==> src/rtl/reg_bank_mp.sv <==
// Two-read / two-write register file with write-through bypass, hardwired zero
// register, per-register busy scoreboard and a one-entry-per-cycle clear engine.

module reg_bank_mp_rd_lane #(
   parameter int DATA_W   = 32,
   parameter int ADDR_W   = 4,
   parameter int ZERO_REG = 1,
   parameter int BYPASS   = 1
) (
   input  logic                                 idle,
   input  logic [ADDR_W-1:0]                    sr,
   input  logic [(2**ADDR_W)-1:0][DATA_W-1:0]   rf,
   input  logic [(2**ADDR_W)-1:0]               busy_vec,
   input  logic [1:0]                           wr_en,
   input  logic [1:0][ADDR_W-1:0]               wr_addr,
   input  logic [1:0][DATA_W-1:0]               wr_data,
   output logic [DATA_W-1:0]                    rdata,
   output logic                                 busy
);

   always_comb begin
      rdata = rf[sr];
      // Port 1 is checked first so it wins the forward, matching write priority.
      if (BYPASS != 0 && idle) begin
         if (wr_en[1] && wr_addr[1] == sr)
            rdata = wr_data[1];
         else if (wr_en[0] && wr_addr[0] == sr)
            rdata = wr_data[0];
      end
      if (ZERO_REG != 0 && sr == '0)
         rdata = '0;
      if (!idle)
         rdata = '0;
   end

   assign busy = busy_vec[sr];

endmodule

module reg_bank_mp #(
   parameter int DATA_W   = 32,
   parameter int ADDR_W   = 4,
   parameter int ZERO_REG = 1,
   parameter int BYPASS   = 1
) (
   input  logic                     clk,
   input  logic                     reset,
   input  logic                     clr,
   output logic                     ready,
   input  logic [ADDR_W-1:0]        sr1,
   input  logic [ADDR_W-1:0]        sr2,
   output logic signed [DATA_W-1:0] rData1,
   output logic signed [DATA_W-1:0] rData2,
   output logic                     busy1,
   output logic                     busy2,
   input  logic                     write0,
   input  logic [ADDR_W-1:0]        dr0,
   input  logic [DATA_W-1:0]        wrData0,
   input  logic                     write1,
   input  logic [ADDR_W-1:0]        dr1,
   input  logic [DATA_W-1:0]        wrData1,
   input  logic                     busy_set,
   input  logic [ADDR_W-1:0]        busy_dr
);

   localparam int DEPTH    = 2**ADDR_W;
   localparam int RD_PORTS = 2;
   localparam int WR_PORTS = 2;

   typedef enum logic {CLEAR, IDLE} state_t;

   typedef struct packed {
      logic              en;
      logic [ADDR_W-1:0] addr;
      logic [DATA_W-1:0] data;
   } wr_req_t;

   state_t                         state_q, state_d;
   logic [ADDR_W-1:0]              cnt_q, cnt_d;
   logic [DEPTH-1:0]               busy_q, busy_d;
   logic                           ready_q, ready_d;
   logic [DEPTH-1:0][DATA_W-1:0]   regfile_q, regfile_d;

   wr_req_t [WR_PORTS-1:0]         wr_req;
   logic [WR_PORTS-1:0]            wr_en;
   logic [WR_PORTS-1:0][ADDR_W-1:0] wr_addr;
   logic [WR_PORTS-1:0][DATA_W-1:0] wr_data;

   logic [RD_PORTS-1:0][ADDR_W-1:0] rd_addr;
   logic [RD_PORTS-1:0][DATA_W-1:0] rd_data;
   logic [RD_PORTS-1:0]             rd_busy;
   logic                            idle;

   assign wr_req[0] = '{en: write0, addr: dr0, data: wrData0};
   assign wr_req[1] = '{en: write1, addr: dr1, data: wrData1};
   assign idle      = (state_q == IDLE);

   for (genvar p = 0; p < WR_PORTS; p++) begin : g_wr
      assign wr_en[p]   = wr_req[p].en;
      assign wr_addr[p] = wr_req[p].addr;
      assign wr_data[p] = wr_req[p].data;
   end

   always_comb begin
      state_d   = state_q;
      cnt_d     = cnt_q;
      busy_d    = busy_q;
      regfile_d = regfile_q;
      case (state_q)
         CLEAR: begin
            regfile_d[cnt_q] = '0;
            cnt_d            = cnt_q + ADDR_W'(1);
            if (cnt_q == ADDR_W'(DEPTH - 1))
               state_d = IDLE;
         end
         IDLE: begin
            // Ascending port order lets port 1 overwrite port 0 on an address clash.
            for (int p = 0; p < WR_PORTS; p++) begin
               if (wr_en[p]) begin
                  if (!(ZERO_REG != 0 && wr_addr[p] == '0))
                     regfile_d[wr_addr[p]] = wr_data[p];
                  busy_d[wr_addr[p]] = 1'b0;
               end
            end
            if (busy_set && !(ZERO_REG != 0 && busy_dr == '0))
               busy_d[busy_dr] = 1'b1;
            if (clr) begin
               state_d = CLEAR;
               cnt_d   = '0;
               busy_d  = '0;
            end
         end
         default: state_d = CLEAR;
      endcase
      ready_d = (state_d == IDLE);
   end

   always_ff @(posedge clk) begin
      if (reset) begin
         state_q <= CLEAR;
         cnt_q   <= '0;
         busy_q  <= '0;
         ready_q <= 1'b0;
      end else begin
         state_q <= state_d;
         cnt_q   <= cnt_d;
         busy_q  <= busy_d;
         ready_q <= ready_d;
      end
   end

   // Array contents need no reset: the clear engine rewrites every entry.
   always_ff @(posedge clk) begin
      if (!reset)
         regfile_q <= regfile_d;
   end

   assign rd_addr[0] = sr1;
   assign rd_addr[1] = sr2;

   for (genvar k = 0; k < RD_PORTS; k++) begin : g_rd
      reg_bank_mp_rd_lane #(
         .DATA_W   (DATA_W),
         .ADDR_W   (ADDR_W),
         .ZERO_REG (ZERO_REG),
         .BYPASS   (BYPASS)
      ) u_lane (
         .idle     (idle),
         .sr       (rd_addr[k]),
         .rf       (regfile_q),
         .busy_vec (busy_q),
         .wr_en    (wr_en),
         .wr_addr  (wr_addr),
         .wr_data  (wr_data),
         .rdata    (rd_data[k]),
         .busy     (rd_busy[k])
      );
   end

   assign ready  = ready_q;
   assign rData1 = rd_data[0];
   assign rData2 = rd_data[1];
   assign busy1  = rd_busy[0];
   assign busy2  = rd_busy[1];

endmodule

==> config.mk <==
export PLATFORM = sky130hd
export DESIGN_NAME = reg_bank_mp
export DESIGN_NICKNAME = d
export VERILOG_FILES = /design/src/rtl/reg_bank_mp.sv
export SDC_FILE = /design/constraint.sdc
export NUM_CORES = 2
export LEC_CHECK = 0
export ABC_AREA = 1
export BUFFER_PORTS_ARGS = -buffer_cell sky130_fd_sc_hd__buf_2
export CAP_MARGIN = 20
export CELL_PAD_IN_SITES_DETAIL_PLACEMENT = 1
export CELL_PAD_IN_SITES_GLOBAL_PLACEMENT = 2
export CORE_MARGIN = 3
export CORE_UTILIZATION = 38
export DETAILED_ROUTE_END_ITERATION = 10
export GPL_TIMING_DRIVEN = 0
export HOLD_SLACK_MARGIN = 0.05
export PLACE_DENSITY = 0.91
export SYNTH_ARGS = -nofsm -noshare
export SYNTH_HDL_FRONTEND = slang
export SYNTH_HIERARCHICAL = 1
export SYNTH_SLANG_ARGS = --single-unit
==> constraint.sdc <==
create_clock -name clk -period 27.2 [get_ports clk]
set_input_delay 1.36 -clock clk [delete_from_list [all_inputs] [get_ports clk]]
set_output_delay 1.36 -clock clk [all_outputs]
set_load 0.03 [all_outputs]
==> out/qor.yml <==
fillCellCount: 16600
final.period_utilization_pct: 20.8
cts-buffers-inserted: 76
hold_path.class: "flip-flop to flip-flop"
min_period_ns: 5.66
powerDensity_nw_per_um2: 49.0
grt_use_total_pct: 41.1
drc: 0
cp_cell_sequence: "buf_4 > inv_4 > buf_2 > buf_2 > nand2_1 > nand3_1 > nand4_1 > nand3_1 > nand2_1 > a21oi_1 > buf_2"
grt_pass1_wl_microns: 392000
clk_latency_ns: 0.70
synth-edff-count: 512
register_area_sq_um: 15800
clkTransAtPathRegs_ns: 0.06
yosys_register_bits: 533
pin_count: 157
path_class: "input pin to output pin"
netlist_instances: 7665
yosysTopAreaCellShare_pct: 32.4
hold_buffers: 0
grt_pass1_vias: 55000
multi_input_area_sq_um: 25000
syn_area_per_cell_sq_um: 6.19
outcome: "completed"
root_buffer: "clkbuf_16"
die-area_sq_um: 129000
tightest_slew_ns: 1.21
routedWlPerCell_microns: 28.8
io_buffers: 146
syn_to_final_growth_pct: 11.5
cts_buffer_depth: 3
startpoint_type: "input pin"
synth_ff_type: "edfxtp_1"
ys_seq_area_share_pct: 33.3
vias_per_cell: 6.10
initial_core_util_pct: 38.6
grt_remaining_overflow: 0
routed-via-count: 58500
worstRegToRegCells: 7
cpPeakStageDelay_ns: 0.57
drt_wl_total_microns: 276000
hpwl_microns: 215000
final_util_pct: 43.0
ir_drop_mv: 0.0424
finClkSkew_ns: 0.0199
synth-async-reset-ratio_pct: 0
slowest_stage: "a21oi_1"
rsz0062_at_grt: "false"
grt_antenna_before_repair: 16
wl_met1_microns: 114000
coreArea_sq_um: 123000
synth_area_leaders: "edfxtp_1 (32%), nand2_1 (20%), nand3_1 (9.4%)"
worstHoldStart: "busy_q[0]"
cp.arrival_ns: 4.30
reg2reg_slack_ns: 24.14
drtPass1Iterations: 6
critPathLaunch: "sr2[0]"
max-slew-margin-rel_pct: 19.1
fmaxAchievable_mhz: 177
met2_length_microns: 115000
finalSetupViolations: 0
synth_common_cells: "nand2_1 (2584), inv_1 (999), nand3_1 (891), o21ai_0 (587), edfxtp_1 (512)"
hold_viol: 0
placedInstanceArea_sq_um: 50400
die_y_microns: 359
crit_end: "rData2[1]"
hold_depth: 2
r2r_end: "regfile_q[158]"
die_width_microns: 359
h-tree-depth: 3
wl_met3_microns: 30100
worstPathMaxFanout: 10
r2r-start: "ready"
synthMostInstantiatedCell: "nand2_1"
yosysTopAreaCell: "edfxtp_1"
endpoint_kind: "output pin"
maxSlewViolCount: 0
cts_resized: 0
cts_setup_buffers: 0
layout-drive-gt1-share_pct: 8.58
grt_start_max_net_pins: 110
highest_layer: "met5"
whs_ns: 0.473
synth_nets: 7759
synth_area_sq_um: 47400
cellLeakagePower_nw: 27.1
drv_cap: 0
ant_nets: 0
ys.warnings.count: 6
critPathRequiredTime_ns: 25.84
setup_tns_ns: 0
drt_iter0_drc: 7678
nNetsFinal: 7995
gp_congestion: 0.991
clock_sinks: 533
cts_tree: "yes"
fin_area_sq_um: 52900
rows: 128
cpMostUsedCell: "buf_2"
ys_types: 33
-- registers in the layout, summed over array words and instances (netlist names) --
signal and cells:
regfile_q 512, busy_q 16, cnt_q 4, ready 1
-- cell usage in the layout, fill, tap and decap left out, types with 15 or more instances in the layout --
cell and count:
o21ai_1 127, buf_1 30, or2_2 66, clkbuf_16 79
buf_4 26, clkbuf_1 310, inv_2 15, o211ai_1 252
nor2_2 33, nor2_1 342, dfxtp_1 21, edfxtp_1 512
nand3_1 891, nand4_1 133, o21ai_0 587, nand2_1 2584
inv_1 998, a21oi_1 448, buf_6 16, buf_2 397
-- kinds of logic (layout without fill, tap and decap cells) --
group / after synthesis / in the layout / share of synthesized area [%]
compound gates: 1426 / 1426 / 16.5
xor+xnor: 4 / 4 / 0.0739
fa+ha+maj: 4 / 4 / 0.106
buf+inv: 1630 / 1921 / 14.0
flops: 533 / 533 / 33.3
other cells: 0 / 7 / 0
simple gates: 4068 / 4068 / 36.0
-- power breakdown --
| group | leakage [nW] | switching, mW | internal (mW) |
|---|---|---|---|
| registers | 5.22 | 0.0686 | 0.968 |
| clock network | 1.17 | 0.443 | 0.597 |
| logic | 20.7 | 0.371 | 0.145 |
| total | 27.1 | 0.883 | 1.71 |
-- stage by stage --
step | setup WS, ns | std cells | power, mW
5_1_grt | 21.64 | 9581 | 2.67
3_5_place_dp | 21.73 | 9448 | 1.55
3_3_place_gp | 7.13 | 9436 | 1.55
4_1_cts | 21.73 | 9581 | 2.58
2_1_floorplan | 14.44 | 7665 | 1.33
6_report | 21.54 | 9588 | 2.59
-- worst min path at each step --
| stage | end | slack, ns |
|---|---|---|
| 2_1_floorplan | busy_q[0] | 0.43 |
| 3_3_place_gp | busy_q[0] | 0.47 |
| 3_5_place_dp | busy_q[0] | 0.46 |
| 4_1_cts | busy_q[0] | 0.47 |
| 5_1_grt | busy_q[15] | 0.49 |
| 6_report | busy_q[0] | 0.47 |
-- layer usage --
layer / GRT usage [%] / vias up
met5: 0.555 / -
met4: 22.3 / 10
met3: 8.11 / 650
met2: 60.3 / 3573
met1: 56.6 / 28900
li1: - / 25400
-- critical path, delay by kind of cell --
kind                   cells  cell delay (ns)
AOI/OAI and AO/OA          1             0.57
and+or+nand+nor            5             0.63
buffers and inverters      5             1.70
-- final cells by class --
| cell class | count | share of cell area [%] |
|---|---|---|
| well taps | 1625 | 3.85 |
| clock buffers | 101 | 3.89 |
| plain buffers | 614 | 5.35 |
| flip-flops and latches | 533 | 29.9 |
| multi-input cells | 5502 | 47.3 |
| diodes | 7 | 0.0331 |
| clock inverters | 32 | 0.665 |
| repair buffers | 158 | 1.85 |
| inverters | 1016 | 7.24 |
(Power assumes the default switching activity.)
